## src/rtl/logic_sched_pkg.sv

```systemverilog
// rtl/logic_sched_pkg.sv - opcode encodings and bitwise evaluation function for logic_op_scheduler
//
// Purpose: shared definitions for the logic-op scheduler and its reference model.
// Contents:
//   OP_*       3-bit opcode encodings
//   EVAL_W     width the evaluation function works at; callers truncate to their own width
//   logic_eval bitwise evaluation of (a, b, op)
package logic_sched_pkg;

  localparam logic [2:0] OP_AND  = 3'd0;
  localparam logic [2:0] OP_OR   = 3'd1;
  localparam logic [2:0] OP_XOR  = 3'd2;
  localparam logic [2:0] OP_NAND = 3'd3;
  localparam logic [2:0] OP_NOR  = 3'd4;
  localparam logic [2:0] OP_XNOR = 3'd5;
  localparam logic [2:0] OP_NOTA = 3'd6;
  localparam logic [2:0] OP_PASS = 3'd7;

  // All ops are bitwise, so evaluating at a wide fixed width and truncating
  // afterwards gives the same result as evaluating at the narrow width.
  localparam int EVAL_W = 32;

  function automatic logic [EVAL_W-1:0] logic_eval(
    input logic [EVAL_W-1:0] a,
    input logic [EVAL_W-1:0] b,
    input logic [2:0]        op
  );
    logic [EVAL_W-1:0] y;
    case (op)
      OP_AND:  y = a & b;
      OP_OR:   y = a | b;
      OP_XOR:  y = a ^ b;
      OP_NAND: y = ~(a & b);
      OP_NOR:  y = ~(a | b);
      OP_XNOR: y = ~(a ^ b);
      OP_NOTA: y = ~a;
      default: y = a;
    endcase
    return y;
  endfunction

endpackage

```

## src/rtl/rr_arbiter.sv

```systemverilog
// rtl/rr_arbiter.sv - combinational round-robin arbiter searching upward from a pointer
//
// Purpose: picks the first asserted request at or above ptr, wrapping modulo NUM_REQ.
// Ports:
//   req      in   NUM_REQ  request vector
//   ptr      in   ID_W     highest-priority index (always < NUM_REQ)
//   en       in   1        grant allowed this cycle
//   grant    out  NUM_REQ  one-hot grant, zero when en is low or no request
//   grant_id out  ID_W     encoded index of grant (0 when none)
module rr_arbiter #(
  parameter int NUM_REQ = 4,
  parameter int ID_W    = $clog2(NUM_REQ)
) (
  input  logic [NUM_REQ-1:0] req,
  input  logic [ID_W-1:0]    ptr,
  input  logic               en,
  output logic [NUM_REQ-1:0] grant,
  output logic [ID_W-1:0]    grant_id
);

  // One extra bit so ptr + offset cannot overflow before the wrap.
  logic [ID_W:0]   idx_wide;
  logic [ID_W-1:0] idx;
  logic            found;

  always_comb begin
    grant    = '0;
    grant_id = '0;
    found    = 1'b0;
    idx_wide = '0;
    idx      = '0;
    for (int k = 0; k < NUM_REQ; k++) begin
      idx_wide = {1'b0, ptr} + (ID_W+1)'(k);
      if (idx_wide >= (ID_W+1)'(NUM_REQ)) begin
        idx_wide = idx_wide - (ID_W+1)'(NUM_REQ);
      end
      idx = idx_wide[ID_W-1:0];
      if (en && !found && req[idx]) begin
        found      = 1'b1;
        grant[idx] = 1'b1;
        grant_id   = idx;
      end
    end
  end

endmodule

```

## src/rtl/logic_op_scheduler.sv

```systemverilog
// rtl/logic_op_scheduler.sv - round-robin shared registered bitwise logic unit (optional stats: LOGIC_SCHED_STATS_EN)
//
// Purpose: serialises NUM_REQ requesters onto one registered logic unit; results
// come back one cycle after accept, tagged with the requester id.
// Ports:
//   clk, rst            clock, asynchronous active-high reset
//   req_valid/req_ready per-requester handshake (req_ready one-hot or zero)
//   req_a, req_b        packed operands, requester i at [i*WIDTH +: WIDTH]
//   req_op              packed opcodes, requester i at [i*3 +: 3]
//   rsp_valid/rsp_ready response handshake
//   rsp_y, rsp_id       result and originating requester id
//   busy                response pending or any request valid
//   op_count            (LOGIC_SCHED_STATS_EN) saturating accepted-request count
//   starve_flag         (LOGIC_SCHED_STATS_EN) sticky starvation indicator
module logic_op_scheduler
  import logic_sched_pkg::*;
#(
  parameter int NUM_REQ = 4,
  parameter int WIDTH   = 5,
  localparam int ID_W   = $clog2(NUM_REQ)
) (
  input  logic                     clk,
  input  logic                     rst,
  input  logic [NUM_REQ-1:0]       req_valid,
  output logic [NUM_REQ-1:0]       req_ready,
  input  logic [NUM_REQ*WIDTH-1:0] req_a,
  input  logic [NUM_REQ*WIDTH-1:0] req_b,
  input  logic [NUM_REQ*3-1:0]     req_op,
  output logic                     rsp_valid,
  input  logic                     rsp_ready,
  output logic [WIDTH-1:0]         rsp_y,
  output logic [ID_W-1:0]          rsp_id,
  output logic                     busy
`ifdef LOGIC_SCHED_STATS_EN
  ,
  output logic [15:0]              op_count,
  output logic                     starve_flag
`endif
);

  logic [ID_W-1:0]    ptr;
  logic               slot_free;
  logic [NUM_REQ-1:0] grant;
  logic [ID_W-1:0]    grant_id;
  logic               fire;
  logic [WIDTH-1:0]   a_sel;
  logic [WIDTH-1:0]   b_sel;
  logic [2:0]         op_sel;
  logic [WIDTH-1:0]   y_next;
  logic [ID_W-1:0]    ptr_next;

  // The single output register may be refilled in the same cycle it drains.
  assign slot_free = !rsp_valid || rsp_ready;

  // Gating with rst keeps req_ready low while reset is held.
  rr_arbiter #(
    .NUM_REQ (NUM_REQ),
    .ID_W    (ID_W)
  ) u_arb (
    .req      (req_valid),
    .ptr      (ptr),
    .en       (slot_free && !rst),
    .grant    (grant),
    .grant_id (grant_id)
  );

  assign req_ready = grant;
  // The arbiter only grants asserted requests, so any grant is a transfer.
  assign fire      = |grant;
  assign busy      = rsp_valid || (|req_valid);

  assign a_sel  = req_a[int'(grant_id)*WIDTH +: WIDTH];
  assign b_sel  = req_b[int'(grant_id)*WIDTH +: WIDTH];
  assign op_sel = req_op[int'(grant_id)*3 +: 3];
  assign y_next = WIDTH'(logic_eval(EVAL_W'(a_sel), EVAL_W'(b_sel), op_sel));

  assign ptr_next = (grant_id == ID_W'(NUM_REQ-1)) ? '0 : grant_id + ID_W'(1);

  always_ff @(posedge clk or posedge rst) begin
    if (rst) begin
      rsp_valid <= 1'b0;
      rsp_y     <= '0;
      rsp_id    <= '0;
      ptr       <= '0;
    end else if (fire) begin
      rsp_valid <= 1'b1;
      rsp_y     <= y_next;
      rsp_id    <= grant_id;
      ptr       <= ptr_next;
    end else if (rsp_ready) begin
      // Drain only; result and id are left as they were.
      rsp_valid <= 1'b0;
    end
  end

`ifdef LOGIC_SCHED_STATS_EN
  localparam int WAIT_W = $clog2(2*NUM_REQ+2);

  logic [NUM_REQ-1:0][WAIT_W-1:0] wait_cnt;

  always_ff @(posedge clk or posedge rst) begin
    if (rst) begin
      op_count    <= '0;
      starve_flag <= 1'b0;
      wait_cnt    <= '0;
    end else begin
      if (fire && (op_count != 16'hFFFF)) begin
        op_count <= op_count + 16'd1;
      end
      for (int i = 0; i < NUM_REQ; i++) begin
        if (req_valid[i] && !grant[i]) begin
          if (wait_cnt[i] != '1) begin
            wait_cnt[i] <= wait_cnt[i] + WAIT_W'(1);
          end
          // This cycle is wait number wait_cnt+1; flag once it exceeds 2*NUM_REQ.
          if (wait_cnt[i] >= WAIT_W'(2*NUM_REQ)) begin
            starve_flag <= 1'b1;
          end
        end else begin
          wait_cnt[i] <= '0;
        end
      end
    end
  end
`endif

endmodule

```

## config.mk

```make
export PLATFORM = sky130hd
export DESIGN_NAME = logic_op_scheduler
export DESIGN_NICKNAME = d
export VERILOG_FILES = /design/src/rtl/logic_sched_pkg.sv /design/src/rtl/rr_arbiter.sv /design/src/rtl/logic_op_scheduler.sv
export SDC_FILE = /design/constraint.sdc
export NUM_CORES = 1
export LEC_CHECK = 0
export BUFFER_PORTS_ARGS = -buffer_cell sky130_fd_sc_hd__clkbuf_2
export CORE_MARGIN = 5
export CORE_UTILIZATION = 40
export DETAILED_ROUTE_END_ITERATION = 6
export PLACE_DENSITY_LB_ADDON = 0.25
export SLEW_MARGIN = 20
export SYNTH_ARGS = -nofsm -noshare
export SYNTH_HDL_FRONTEND = slang
export SYNTH_SLANG_ARGS = --single-unit
```

## constraint.sdc

```tcl
create_clock -name clk -period 4.35 [get_ports clk]
set_clock_uncertainty 0.05 [all_clocks]
set_input_delay 0.435 -clock clk [delete_from_list [all_inputs] [get_ports clk]]
set_output_delay 0.435 -clock clk [all_outputs]
set_load 0.01 [all_outputs]
```

# Word-level counts from Yosys, hierarchy flattened
# Index checks and enable logic that the tools add are counted.
# totals
mem_bits_rw	0
romBits	0
ff_bits	10
in_bits	59
latchBits	0
wordCells	104
mem_count	0
out_inout_bits	13
# classes
bitwise_logic	10
n_eq_ne	7
shift	3
n_mul	2
n_mux	35
n_div	0
reduce_logical	23
n_addsub	8
n_lt_le_gt_ge	12
# ops
operator	count
$pmux 5 s7	1
$shiftx 20x32->5	1
$not 5->5	4
$shiftx 20x6->5	1
$mux 2	9
$mux 4	4
$mux 1	13
$logic_and 1x1->1	12
$lt 2x3->1 const B	4
$or 4x4->4	3
$shiftx 12x5->3	1
$eq 3x3->1 const B	3
$ge 3x3->1 const B	3
$bmux 1 s2	4
$demux 1 s2	4
$ge 2x1->1 const B	4
$reduce_or 4->1	2
$sub 2x1->2 const B	4
$add 2x2->3 const B	2
$eq 3x2->1 const B	2
$and 5x5->5	1
$logic_not 1->1	5
$mul 2x3->5 const B	1
$or 5x5->5	1
other kinds (10)	11

# Logic depth before layout (Yosys ltp)
# Gate-level depths: netlist (run 1).
# logic_depth
word_depth	23
ltp_mapped	19
ltp_nobuf	15

# Modules after synthesis
# Synthesis (run 1) repeated with hierarchy kept, for this count alone.
# unflattened
hier_cells	215
area_unflattened_um2	1923.1
# modules_own_cells
mod	instances	area_each_um2	cells_each
logic_op_scheduler	1	1391.3	152
rr_arbiter	1	531.8	63

# Worst setup path before layout (run 1)
# No wires, ideal clock.
# synth_timing
kind	register to register
from	reg ptr[0]
to	reg rsp_y[0]
arrival_ns	4.289
period_less_slack_ns	4.427
setup_slack_ns	-0.077
required_ns	4.212
setup_time_ns	0.088
path_stages_with_launch	19
cell_sequence	dfrtp_1 > buf_6 > inv_1 > ha_1 > mux4_2 > nor3b_4 > nor3_1 > a211o_1 > buf_6 > buf_6 > buf_2 > mux2i_1 > mux2_2 > ha_1 > inv_1 > mux4_2 > mux2i_1 > o211ai_1 > a41oi_1
# synth_via
elab_chain_cells	23
elab_cells_between_ends	88
cone_classes	7 x add/sub; 2 x mul; 12 x order compare; 6 x eq/ne; 3 x shift; 32 x mux; 10 x bitwise; 16 x reduce/logical
# synth_lines
item	line	text
start: declaration	logic_op_scheduler.sv:41	logic [ID_W-1:0] ptr;
start signal: assignment	logic_op_scheduler.sv:89	ptr <= ptr_next;
$ge 2x3->1 / $sub 2x1->2 (equally long branches)	rr_arbiter.sv:34, rr_arbiter.sv:35	
$mux 2	rr_arbiter.sv:34	if (idx_wide >= (ID_W+1)'(NUM_REQ)) begin
$bmux 1 s2	rr_arbiter.sv:38	if (en && !found && req[idx]) begin
$mux 1 (not written as such)	rr_arbiter.sv:38	
$logic_and 1x1->1	rr_arbiter.sv:38	
$mux 1	rr_arbiter.sv:38	
$logic_not 1->1	rr_arbiter.sv:38	
$logic_and 1x1->1 (2 in a row)	rr_arbiter.sv:38	
[... 5 more ...]	n/a	
$logic_not 1->1	rr_arbiter.sv:38	
$logic_and 1x1->1 (2 in a row)	rr_arbiter.sv:38	
$mux 2	rr_arbiter.sv:38	
$mul 2x3->5	logic_op_scheduler.sv:72, logic_op_scheduler.sv:73	
$shiftx 20x32->5 / $shiftx 20x6->5 (equally long branches)	logic_op_scheduler.sv:72, logic_op_scheduler.sv:73	
$xor 5x5->5, or another cell as far along	logic_sched_pkg.sv:32, logic_sched_pkg.sv:35	
$not 5->5 (on tied branches)	logic_sched_pkg.sv:35, logic_sched_pkg.sv:33, logic_sched_pkg.sv:34	
$pmux 5 s7	logic_sched_pkg.sv:29	case (op)
end signal: assignment	logic_op_scheduler.sv:87	rsp_y <= y_next;
end: declaration	logic_op_scheduler.sv:31	output logic [WIDTH-1:0] rsp_y,
# Several ways; a longest one is shown, not always the timed one. The select of a mux whose other input is x is not followed.
# A chain may end at the register's enable or synchronous reset.

# Worst setup path after layout (run 1)
# layout_timing
from	reg ptr[1]
to	reg rsp_y[0]
# Same word-level chain as after synthesis.

==> results.ini, run 1 <==
[cts]
ctsResizeCount = 0
clk_pin_slew_ns = 0.05
root_buffer = clkbuf_8
cts_tree = done
cts-hold-fix-buffers = 0
post_cts_buffers = 0
htree_levels = 1
cts_sinks = 10
cts_made_buffers = 3
clk_latency_ns = 0.23
cts.path.max_buffers = 2

[logic_synthesis]
postSynthAreaPerCell_um2 = 9.19
yosysTopAreaCell = mux2i_1
yosysMostFrequentCell = mux2i_1
synth_nets = 281
yosysUniqueCellTypes = 50
synthCells = 208
ys.flop_type = dfrtp_1
synth.top_cell.area_share_pct = 18.8
netlist_area_um2 = 1910
yosysSeqAreaShare_pct = 13.1
ys_ff_latch = 10
synth_common_cells = mux2i_1 (36), ha_1 (14), inv_1 (12)
synth_edf_count = 0
synthTopCellsByArea = mux2i_1 (19%), dfrtp_1 (13%), ha_1 (9.2%)
ys_warn_count = 0
async_reset_ff_share_pct = 100

[setup_path]
start_kind = register
end_kind = register
critPathMaxFanout = 7
reg2reg_setup_slack_ns = 0.32
crit_arrival_ns = 4.13
worstSetupPathType = reg -> reg
required_ns = 4.44

[finish]
drive_gt1_share_pct = 43.2
num_antenna_cells = 0
nets = 353
final_core_util_pct = 50.4
area_delta_synth_final_pct = 23.6
layoutNonFillerInstCount = 332

[floorplan]
io_pins = 72
dieHeight_um = 79.1
core_um2 = 4690
row_count = 25
die-area_um2 = 6260
die_width_um = 79.1
start_util_pct = 40.7

[route]
drtIter0Drc = 120
first_pass_iters = 5
postRouteAntennaNets = 0
routed-via-count = 1888
routed_wl_um = 4900
wire_per_inst_um = 14.7
vias_per_cell = 5.69
route.detailed.drc = 0

[global_routing]
track_usage_pct = 15.8
antenna_found_initial = 0
grt-ovfl-total = 0
grt_max_degree = 21
grt_pass1_vias = 1808
grt_pass1_wl_um = 8170

[pwr]
finalPower_w = 0.00186
power_density_nw_per_um2 = 786
p_leak_nw = 1.16
vdd_drop_max_v = 0.000293

[sta]
period_minus_slack_ns = 4.03
slew_viol_final = 0
slew_headroom_pct = 59.9
rsz0062_at_grt = no
max_freq_mhz = 248
setup_viol = 0
final-hold-violation-count = 0
worst_pin_slew_ns = 0.590
period_share_pct = 92.7
setup_tns_ns = 0

[place]
dp_hpwl_um = 3980
gp_congestion = 0.845
dp.cells = 329
numPortBuffers = 71

[job]
max-cap-violations = 0

[min_path]
hold_class = in -> async

[status]
status = complete, no violations

cell families (layout without fill, tap and decap cells):
logic type,Yosys count,after routing,share of synthesized area [%]
AOI/OAI and AO/OA,52,52,20.9
xor gates and xnor gates,1,1,0.458
adders and majority gates,14,14,9.16
buffers and inverters,31,101,8.70
DFF,10,10,13.1
muxes,57,57,35.2
and+or+nand+nor,43,43,12.5
area by class of cell:
type	count	area [µm²]
fill	460	2330
timing repair buffer	80	423
sequential	10	250
multi-input combinational	167	1510
tap	54	67.6
clock buffer	3	41.3
inverter	18	67.6
path summary, 6_finish.rpt:
| check | start | endpoint | cells after the start |
|---|---|---|---|
| worst max register to register | ptr[1] | rsp_y[0] | 14 |
| min in group clk | rsp_id[1] | rsp_id[1] | 2 |
| max in group asynchronous | rst | ptr[0] | 3 |
| worst min-delay path | rst | rsp_id[1] | 3 |
| worst min register to register | rsp_id[1] | rsp_id[1] | 2 |
| worst max-delay path | ptr[1] | rsp_y[0] | 14 |
registers in the layout (all words and copies together) (netlist names):
signal     flops
rsp_y          5
ptr            2
rsp_valid      1
rsp_id         2
routing by layer:
layer / track usage, % / share of wire (%) / vias to the layer above
li1: - / - / 939
met1: 21.4 / 46 / 899
met2: 27.0 / 49 / 44
met3: 1.81 / 3.6 / 6
met4: 2.92 / 0.98 / 0
met5: 0 / 0 / -
power by group:
part / internal, W / total, W / switching [W]
Combinational: 0.000740 / 0.00159 / 0.000855
Clock: 0.0000604 / 0.0000944 / 0.0000340
Sequential: 0.000144 / 0.000170 / 0.0000257
Total: 0.000944 / 0.00186 / 0.000915
placed cells by master (no fill, tap or decap), types with 2 or more instances in the layout:
master / synthesis / layout
a211o_1: 2 / 2
a211oi_1: 4 / 4
a21oi_1: 5 / 5
a221o_1: 2 / 2
a222oi_1: 4 / 4
a31oi_1: 7 / 7
buf_4: 2 / 9
clkbuf_2: 0 / 71
clkbuf_8: 0 / 3
dfrtp_1: 10 / 10
ha_1: 14 / 13
inv_1: 12 / 12
inv_2: 6 / 6
mux2_2: 10 / 10
mux2_4: 4 / 4
mux2i_1: 36 / 36
mux2i_2: 2 / 2
mux4_2: 5 / 5
nand2_1: 11 / 11
nand4_1: 3 / 3
nor2_1: 9 / 9
nor2b_1: 5 / 5
nor2b_2: 2 / 2
nor3_1: 4 / 4
o211ai_1: 4 / 4
o21a_1: 2 / 2
o21ai_0: 3 / 3
o21ai_1: 5 / 5
o221ai_1: 2 / 2
o22ai_1: 2 / 2
or2_2: 2 / 2
worst max-delay path, stage by stage (launching register included):
cell and delay [ns]:
dfrtp_1 0.33, inv_1 0.10, ha_4 0.32, mux4_2 0.59, nor3b_4 0.28, nor3_1 0.09, a211o_1 0.41, mux2i_1 0.17
mux2_2 0.30, ha_1 0.20, inv_1 0.11, mux4_2 0.50, mux2i_1 0.15, o211ai_1 0.12, a41oi_1 0.23
stage by stage:
step / setup WS (ns) / hold WS [ns] / instance area (µm²)
detailed placement: 0.313 / 0.363 / 2320
finish: 0.316 / 0.109 / 2360
CTS: 0.306 / 0.114 / 2360
global placement: 0.422 / 0.365 / 2320
global route: 0.0786 / 0.118 / 2360
floorplan: 0.00140 / 0.241 / 1920
Note: power is estimated with default switching activity, not from simulation.
==> run 2: changes to the inputs <==
--- a/config.mk
+++ b/config.mk
@@ -9,6 +9,8 @@
 export CORE_MARGIN = 5
 export CORE_UTILIZATION = 40
+export CTS_BUF_LIST = sky130_fd_sc_hd__clkbuf_2
 export DETAILED_ROUTE_END_ITERATION = 6
 export PLACE_DENSITY_LB_ADDON = 0.25
+export REMOVE_ABC_BUFFERS = 1
 export SLEW_MARGIN = 20
 export SYNTH_ARGS = -nofsm -noshare
--- a/constraint.sdc
+++ b/constraint.sdc
@@ -3,3 +3,3 @@
 set_input_delay 0.435 -clock clk [delete_from_list [all_inputs] [get_ports clk]]
 set_output_delay 0.435 -clock clk [all_outputs]
-set_load 0.01 [all_outputs]
+set_load 0.005 [all_outputs]
==> run 2 against run 1 <==
  * Clock power fell by 49%
  * Combinational power barely moved
  * Final cell count rose by 1.2%
  * Sequential power barely moved
  * Count of clock-buffer cells in the layout did not move
  * Sequential share of layout area barely moved
  * Flip-flop and latch count did not move
  * Critical path depth did not move
  * Global-route usage fell by 1.1 points
  * Worst setup slack improved by 0.0048 ns
  * Register-to-register slack barely moved
  * Critical path type unchanged
  * Largest power group unchanged
==> results.ini, run 2 (synthesized netlist as in run 1, its figures left out) <==
[status]
status = complete, no violations

[finish]
finish.instance_area_um2 = 2350
nets = 356
num_antenna_cells = 0
largestRegisters = rsp_y: 5 flops, ptr: 2 flops, rsp_id: 2 flops
drive_gt1_share_pct = 44.0
regMostFlops = rsp_y
final_core_util_pct = 50.2
layout_commonest_cell = clkbuf_2
area_delta_synth_final_pct = 23.2
largest_reg_flops = 5
layout_common_cells = clkbuf_2 (74), mux2i_1 (36), ha_1 (13)

[floorplan]
start_util_pct = 40.7
core_um2 = 4690
die_width_um = 79.1
dieHeight_um = 79.1
io_pins = 72
row_count = 25
die-area_um2 = 6260

[route]
drtIter0Drc = 113
route.detailed.drc = 0
vias_per_cell = 5.54
wire_per_inst_um = 13.9
postRouteAntennaNets = 0
first_pass_iters = 6
routed_wl_um = 4680
routed-via-count = 1862

[pwr]
finalPower_w = 0.00179
power_density_nw_per_um2 = 760
vdd_drop_max_v = 0.000293
p_leak_nw = 1.16

[setup_path]
worstSetupPathType = reg -> reg
critPathMaxStageDelay_ns = 0.60
end_kind = register
crit_end = rsp_y[2]
required_ns = 4.41
reg2reg_setup_slack_ns = 0.32
start_kind = register
critPathMaxFanout = 12
crit_arrival_ns = 4.09
crit_start = ptr[1]
ff2ff_path_depth = 14
timing.rr.start = ptr[1]
path_cells = inv_1 -> ha_2 -> mux4_2 -> nor2b_2 -> nor2_1 -> o32ai_4 -> buf_4 -> mux2i_1 -> mux2_2 -> ha_1 -> or2_2 -> mux2i_1 -> a221o_1 -> o221ai_1
rr_endpoint = rsp_y[2]
crit_slowest_cell = mux4_2
crit_top_cell = mux2i_1

[place]
dp_hpwl_um = 3830
gp_congestion = 0.824
numPortBuffers = 71
placed_cell_area_um2 = 2320
post-place-ws_ns = 0.238

[sta]
period_minus_slack_ns = 4.03
rsz0062_at_grt = no
hold_ws_ns = 0.100
slew_viol_final = 0
worst_pin_slew_ns = 0.576
final-hold-violation-count = 0
setup_viol = 0
setup_slack_ns = 0.320
slew_headroom_pct = 60.8
period_share_pct = 92.6
max_freq_mhz = 248

[min_path]
hold_class = in -> async

[global_routing]
antenna_found_initial = 0
grt_pass1_wl_um = 7620
grt_pass1_vias = 1730
track_usage_pct = 14.6
grt_max_degree = 21
grt-ovfl-total = 0

[cts]
root_buffer = clkbuf_2
clk_pin_slew_ns = 0.09
htree_levels = 1
cts_sinks = 10
cts_tree = done
cts_made_buffers = 3
cts.path.max_buffers = 2
clk_latency_ns = 0.24

[job]
max-cap-violations = 0

run 2: cell type report:
| type | count | area, µm² |
|---|---|---|
| Multi-Input combinational cell | 167 | 1510 |
| Clock inverter | 1 | 3.75 |
| Sequential cell | 10 | 250 |
| Inverter | 18 | 67.6 |
| Clock buffer | 3 | 15.0 |
| Tap cell | 54 | 67.6 |
| Timing Repair Buffer | 83 | 445 |
| Fill cell | 473 | 2340 |
run 2: repair_timing:
action / 4_1_cts / 5_1_grt
hold endpoints to repair: 0 / 0
buffers inserted: 0 / 1
setup endpoints to repair: 0 / 2
resized for setup: 0 / 2
hold buffers: 0 / 0
run 2: worst min path at each step:
stage          endpoint  slack, ns  cells past startpoint
5_1_grt          ptr[1]       0.09                      3
4_1_cts          ptr[1]        0.1                      3
3_3_place_gp   rsp_y[4]       0.37                      3
6_report       rsp_y[4]       0.10                      3
3_5_place_dp     ptr[1]       0.37                      3
2_1_floorplan    ptr[0]       0.24                      1
run 2: report_power, final:
part	total [W]	switching, W	internal, W
Clock	0.0000484	0.0000284	0.0000200
Sequential	0.000171	0.0000272	0.000143
Combinational	0.00157	0.000825	0.000745
Total	0.00179	0.000881	0.000909
run 2: worst max-delay path, delay by kind of cell (launching register included):
kind                       cells  cell delay [ns]
AOI/OAI and AO/OA              3             0.72
adders and majority gates      2             0.74
buffers and inverters          2             0.40
DFF                            1             0.35
muxes                          4             1.13
and+or+nand+nor                3             0.50
run 2: per-stage QoR:
| step | cells | TNS [ns] |
|---|---|---|
| 6_report | 336 | 0 |
| 3_5_place_dp | 331 | 0 |
| 4_1_cts | 335 | 0 |
| 2_1_floorplan | 195 | -1.10 |
| 3_3_place_gp | 331 | 0 |
| 5_1_grt | 336 | 0 |
run 2: routing by layer:
metal,track usage [%],vias to the layer above,routed length [µm]
li1,-,940,-
met4,4.98,0,55
met3,1.13,4,203
met1,18.5,866,2040
met2,26.1,52,2380
met5,0,-,0
